<file path="src/rtl/seq_divider.sv">
// seq_divider: unsigned restoring divider, one quotient bit per clock.
// Constant latency of dataSize cycles from start to the done pulse.
module seq_divider #(
    parameter int dataSize = 8
) (
    input  logic                clk,
    input  logic                rst,
    input  logic                start,
    input  logic [dataSize-1:0] dividend,
    input  logic [dataSize-1:0] divisor,
    output logic                busy,
    output logic                done,
    output logic [dataSize-1:0] quotient,
    output logic [dataSize-1:0] remainder,
    output logic                divByZero
);

    localparam int CW = $clog2(dataSize);
    localparam logic [CW-1:0] LAST = CW'(dataSize - 1);

    typedef enum logic [1:0] {
        IDLE,
        RUN,
        DONE
    } state_t;

    state_t r_state;
    state_t w_next;

    logic                w_accept;
    logic                w_last;
    logic [dataSize-1:0] r_dvd;
    logic [dataSize-1:0] r_dsr;
    logic [dataSize:0]   r_rem;
    logic [dataSize-1:0] r_quo;
    logic [CW-1:0]       r_cnt;
    logic [dataSize-1:0] r_quotient;
    logic [dataSize-1:0] r_remainder;
    logic                r_dbz;

    logic [dataSize:0]   w_shift;
    logic [dataSize:0]   w_diff;
    logic [dataSize:0]   w_remNext;
    logic                w_ge;
    logic [dataSize-1:0] w_quoNext;

    // One restoring step: bring in next dividend bit, trial-subtract.
    assign w_shift   = (r_rem << 1) | (dataSize+1)'(r_dvd[dataSize-1]);
    assign w_ge      = w_shift >= {1'b0, r_dsr};
    assign w_diff    = w_shift - {1'b0, r_dsr};
    assign w_remNext = w_ge ? w_diff : w_shift;
    assign w_quoNext = (r_quo << 1) | dataSize'(w_ge);

    assign quotient  = r_quotient;
    assign remainder = r_remainder;
    assign divByZero = r_dbz;

    // State register.
    always_ff @(posedge clk) begin
        if (rst) begin
            r_state <= IDLE;
        end else begin
            r_state <= w_next;
        end
    end

    // Next-state decode and status outputs.
    always_comb begin
        w_next   = r_state;
        busy     = 1'b0;
        done     = 1'b0;
        w_accept = 1'b0;
        w_last   = 1'b0;
        case (r_state)
            IDLE: begin
                if (start) begin
                    w_next   = RUN;
                    w_accept = 1'b1;
                end
            end
            RUN: begin
                busy = 1'b1;
                if (r_cnt == LAST) begin
                    w_last = 1'b1;
                    w_next = DONE;
                end
            end
            DONE: begin
                done = 1'b1;
                if (start) begin
                    w_next   = RUN;
                    w_accept = 1'b1;
                end else begin
                    w_next = IDLE;
                end
            end
            default: w_next = IDLE;
        endcase
    end

    // Operand capture, iteration and result registers.
    always_ff @(posedge clk) begin
        if (rst) begin
            r_dvd       <= '0;
            r_dsr       <= '0;
            r_rem       <= '0;
            r_quo       <= '0;
            r_cnt       <= '0;
            r_quotient  <= '0;
            r_remainder <= '0;
            r_dbz       <= 1'b0;
        end else if (w_accept) begin
            r_dvd <= dividend;
            r_dsr <= divisor;
            r_rem <= '0;
            r_quo <= '0;
            r_cnt <= '0;
        end else if (r_state == RUN) begin
            r_dvd <= r_dvd << 1;
            r_rem <= w_remNext;
            r_quo <= w_quoNext;
            r_cnt <= r_cnt + CW'(1);
            if (w_last) begin
                r_quotient  <= w_quoNext;
                r_remainder <= w_remNext[dataSize-1:0];
                r_dbz       <= (r_dsr == '0);
            end
        end
    end

endmodule

</file>
<file path="config.mk">
export PLATFORM = sky130hd
export DESIGN_NAME = seq_divider
export DESIGN_NICKNAME = d
export VERILOG_FILES = /design/src/rtl/seq_divider.sv
export SDC_FILE = /design/constraint.sdc
export NUM_CORES = 1
export LEC_CHECK = 0
export ABC_AREA = 1
export CORE_MARGIN = 4
export CORE_UTILIZATION = 35
export CTS_BUF_LIST = sky130_fd_sc_hd__clkbuf_4
export CTS_CLUSTER_SIZE = 20
export DETAILED_ROUTE_END_ITERATION = 10
export GPL_TIMING_DRIVEN = 0
export PLACE_DENSITY = 0.56
export SLEW_MARGIN = 30
export SYNTH_ARGS = -nofsm -noshare
export SYNTH_HDL_FRONTEND = slang
export SYNTH_SLANG_ARGS = --single-unit
</file>
<file path="constraint.sdc">
create_clock -name clk -period 1.85 [get_ports clk]
set_clock_uncertainty 0.05 [all_clocks]
set_input_delay 0.37 -clock clk [delete_from_list [all_inputs] [get_ports clk]]
set_output_delay 0.37 -clock clk [all_outputs]
set_load 0.01 [all_outputs]
</file>
# ---- After elaboration in Yosys (flattened, before gate mapping)
# Cells that the tools add are included.
dict set report totals {
  regBits 53
  inputBits 19
  output_inout_bits 19
  elab_cells 40
}
dict set report op_classes {
  n_addsub 2
  n_lt_le_gt_ge 1
  eq_ne 5
  n_mux 13
  bitwise 3
  reduce_logical 7
}
# operator n
set op_table {}
lappend op_table {{two-way mux 8 bit} 3}
lappend op_table {{greater-or-equal comparator 9 x 8 -> 1 bit} 1}
lappend op_table {{OR 9 x 1 -> 9 bit} 1}
lappend op_table {{zero test 8 bit} 1}
lappend op_table {{OR 8 x 1 -> 8 bit} 1}
lappend op_table {{subtractor 8 bit} 1}
lappend op_table {{two-way mux 1 bit} 7}
lappend op_table {{case mux 2 bit (3 select lines)} 1}
lappend op_table {{two-way mux 2 bit} 2}
lappend op_table {{inequality test 2 bit, second input constant} 2}
lappend op_table {{OR reduction 2 bit} 2}
lappend op_table {{adder 3 x 1 -> 3 bit, second input constant} 1}
lappend op_table {{== test 3 bit, second input constant} 1}
lappend op_table {{AND reduction 3 bit} 1}
lappend op_table {{== test 2 x 1 -> 1 bit, second input constant} 1}
lappend op_table {{== test 2 bit, second input constant} 1}
lappend op_table {{zero test 2 bit} 1}
lappend op_table {{AND reduction 2 bit} 1}
lappend op_table {{nonzero test 2 bit} 1}
lappend op_table {{NOT 1 bit} 1}

# ---- Logic depth before layout (Yosys ltp)
dict set report logic_depth {
  ltp_word 5
  mapped_depth 13
  mapped_depth_nobuf 13
}

# ---- Worst setup path after synthesis
# No wires, ideal clock.
dict set report synth_path {
  path_kind {register to register}
  from {reg r_dsr[6]}
  to {reg r_rem[6]}
  setup_time_ps 109
  t_arrival_ps 1482
  required_time_ps 1691
  path_slack_ps 209
  stages_incl_launch_ff 13
  n_path_buf 0
  period_less_slack_ps 1641
  path_cell_list {dfxtp_1 inv_1 ha_1 nand2_1 nand2_1 nand2_1 nand2_2 nor2_4 nand2_8 nand2_2 nand3_1 nand2_1 inv_1}
}
dict set report synth_via {
  elab_chain_cells 2
  word_cells_on_any_way 3
  cone_classes {add/sub (1); order compare (1); mux (1)}
}
# element line_no
set synth_lines {}
lappend synth_lines {{start: declaration} 33} ;# logic [dataSize-1:0] r_dsr;
lappend synth_lines {{start signal: assignment} 114} ;# r_dsr <= divisor;
lappend synth_lines {{subtractor 8 bit / greater-or-equal comparator 9 x 8 -> 1 bit (equally long branches)} {50, 49}}
lappend synth_lines {{two-way mux 8 bit (*)} 51} ;# assign w_remNext = w_ge ? w_diff : w_shift;
lappend synth_lines {{end signal: assignment} 120} ;# r_rem <= w_remNext;
lappend synth_lines {{end: declaration} 34} ;# logic [dataSize:0] r_rem;
# Every way passes the cells marked *; elsewhere a longest branch is shown, timed or not.
# A chain may end at the register's enable or synchronous reset.

# ---- Worst setup path in the final report
dict set report layout_path {
  from {reg r_dsr[3]}
  to {reg r_remainder[7] (netlist: remainder[7])}
}
dict set report layout_via {
  elab_chain_cells 2
  word_cells_on_any_way 3
  cone_classes {add/sub (1); order compare (1); mux (1)}
}
# element line_no
set layout_lines {}
lappend layout_lines {{subtractor 8 bit / greater-or-equal comparator 9 x 8 -> 1 bit (equally long branches)} {50, 49}}
lappend layout_lines {{two-way mux 8 bit (*)} 51}
lappend layout_lines {{end signal: assignment} 125} ;# r_remainder <= w_remNext[dataSize-1:0];
lappend layout_lines {{end: declaration} 38} ;# logic [dataSize-1:0] r_remainder;
# Marked as above.

==> impl_metrics.toml <==
[die]
ios = 38
rows = 31
die-area_sq_mm = 0.00897
core_sq_mm = 0.00729
die_h_um = 94.7
start_util_pct = 36.1
die_w_um = 94.7

[clocking]
cts.clk_slew.worst_paths_ns = 0.16
root_buffer = "clkbuf_4"
hold_buffers = 0
cts.sinks = 53
clk_latency_ns = 0.38
cts_max_level = 2
cts_buffer_depth = 2
numCtsBuffers = 5
cts_tree = "built"

[place]
gp_congestion = 0.815
dp_hpwl_um = 4850
port-buffer-count = 36
dp_slack_ns = -0.127

[route]
routed_via_density = 4.72
dr.pass1.iters = 4
ant_nets = 0
remaining_drc_errors = 0
drtIter0Drc = 128
wl_um = 6570
wl_per_cell_um = 12.9
dr_total_vias = 2413

[finish]
fin_nets = 441
diodes = 0
area_growth_pct = 27.3
finalCoreUtilization_pct = 46.0
drive_above_1_share_pct = 17.5

[yosys]
ys_types = 34
synth_nets = 391
synth_area_sq_mm = 0.00263
synth_seq_cells = 53
syn_inst = 361
yosys_warnings = 0
yosysSeqAreaShare_pct = 40.3
synth_area_per_cell_sq_um = 7.29

[timing]
setup_ws_ns = 0.0605
hold_viol = 0
min_period_over_period_pct = 96.7
max_slew.worst_pin.slew_ns = 0.474
setup_violations = 0
fmax_mhz = 559
period_minus_slack_ns = 1.79
slew_violations = 0
slew_headroom_pct = 68.4

[setup_path]
required_ns = 2.14
arrival_ns = 2.08
crit_path_max_fanout = 10
critical_path_class = "reg -> reg"
worstSetupStartpoint = "r_dsr[3]"
start_kind = "flip-flop"
endpoint_kind = "flip-flop"
r2r_start = "r_dsr[3]"

[worst_hold_path]
min-delay-start = "rst"
holdCritPathClass = "in -> reg"

[grt]
grt_first_pass_wirelength_um = 11000
first_global_vias = 2280
grt_max_degree = 20
grtUsageTotal_pct = 15.5
antenna_found_initial = 0
grt.overflow.total = 0

[status]
status = "complete, no violations"

[power_and_ir_drop]
vdd_drop_max_uv = 335
p_leak_uw = 0.00154
powerDensity_mw_per_mm2 = 765
p_total_uw = 2570

[flow_run]
drv_cap = 0
[layer usage]
layer	track usage, %	vias to the layer above	share of wire (%)
met5	0	-	0
met4	3.97	0	2.4
met3	2.63	12	2.7
met2	26.3	36	47
met1	20.4	1110	47
li1	-	1255	-
[critical path, stage by stage, from the launching register on]
cell     delay [ns]
dfxtp_1        0.34
inv_1          0.09
ha_4           0.30
nand2_1        0.06
nor2_1         0.08
nand2_1        0.08
nor2_2         0.18
nor2_4         0.07
buf_12         0.13
nand2_8        0.12
nand2_2        0.07
nand3_1        0.09
nand2_1        0.06
inv_1          0.04
[logic make-up (layout without fill, tap and decap cells)]
kind of cell	Yosys count	in the layout	synth area share, %
XOR/XNOR	4	4	1.33
adder cells (fa/ha/maj)	11	11	5.51
buffers and inverters	68	118	10.4
flip-flops	53	53	40.3
AND/OR/NAND/NOR	163	164	29.7
AO/OA/AOI/OAI	62	62	12.8
[state kept, by name, summed over array words and instances (netlist names)]
signal,count
r_dsr,8
quotient,8
r_dvd,8
r_cnt,3
r_rem,8
r_state,2
r_quo,7
divByZero,1
remainder,8
[per-stage QoR]
step	hold slack [ns]	setup TNS, ns	instance area (sq um)	std cells
2_1_floorplan	0.386	0	2630	361
3_3_place_gp	0.404	-0.690	3120	496
3_5_place_dp	0.405	-0.835	3120	496
4_1_cts	0.216	-0.0138	3200	505
5_1_grt	0.226	-0.00597	3350	511
6_report	0.227	0	3350	511
[power by group]
part	internal (uW)	leakage, uW	switching [uW]
combinational	323	0.00108	467
clock	152	0.0000316	388
sequential	1200	0.000434	37.7
total	1670	0.00154	893
[final timing paths]
check                       to  slack, ns  cells past startpoint
hold / removal        r_dvd[1]       0.23                      2
setup reg to reg  remainder[7]       0.06                     13
hold reg to reg       r_dvd[1]       0.43                      2
setup / recovery  remainder[7]       0.06                     13
[cells in the final DEF (no fill, tap or decap), types with 9 or more instances in the layout]
cell             Yosys  final
nand2_1             66     65
dfxtp_1             53     48
inv_1               50     46
nor2_1              38     38
clkdlybuf4s50_1      0     34
nand3_1             32     30
o21ai_0             27     27
a21oi_1             23     23
nand2_2             11     13
inv_2                6      9
[cell usage after synthesis]
master / instances / share of area, %
a211oi_1: 2 / 0.57
a21oi_1: 23 / 4.4
a221oi_1: 3 / 1.0
buf_2: 6 / 1.1
buf_4: 3 / 0.86
clkbuf_1: 2 / 0.29
clkinv_1: 1 / 0.14
dfxtp_1: 53 / 40
fa_1: 1 / 0.76
ha_1: 10 / 4.8
inv_1: 50 / 7.1
inv_2: 6 / 0.86
nand2_1: 66 / 9.4
nand2_2: 11 / 2.6
nand2_4: 2 / 0.86
nand2_8: 1 / 0.76
nand3_1: 32 / 6.1
nand3_2: 1 / 0.38
nand4_1: 2 / 0.48
nor2_1: 38 / 5.4
nor2_2: 2 / 0.48
nor2_4: 3 / 1.3
nor2_8: 1 / 0.76
nor3_1: 1 / 0.19
nor3_2: 1 / 0.38
nor4_1: 1 / 0.24
o211ai_1: 1 / 0.29
o21a_1: 2 / 0.57
o21ai_0: 27 / 5.1
o21ai_1: 3 / 0.57
o21bai_1: 1 / 0.29
or2_4: 1 / 0.33
xnor2_1: 3 / 1.0
xor2_1: 1 / 0.33
[layout make-up]
type / instances / area [sq um]
Fill cell: 767 / 3940
Multi-Input combinational cell: 241 / 1400
Sequential cell: 53 / 1070
Timing Repair Buffer: 43 / 423
Inverter: 57 / 226
Tap cell: 99 / 124
Buffer: 10 / 52.6
Clock buffer: 5 / 37.5
Clock inverter: 3 / 21.3
[what timing repair did]
action,CTS,global route
resized for setup,6,20
cloned,0,1
pin swaps,1,3
endpoints found under the setup margin,18,19
endpoints found under the hold margin,0,0
setup buffers,2,5
(Power assumes the default switching activity.)
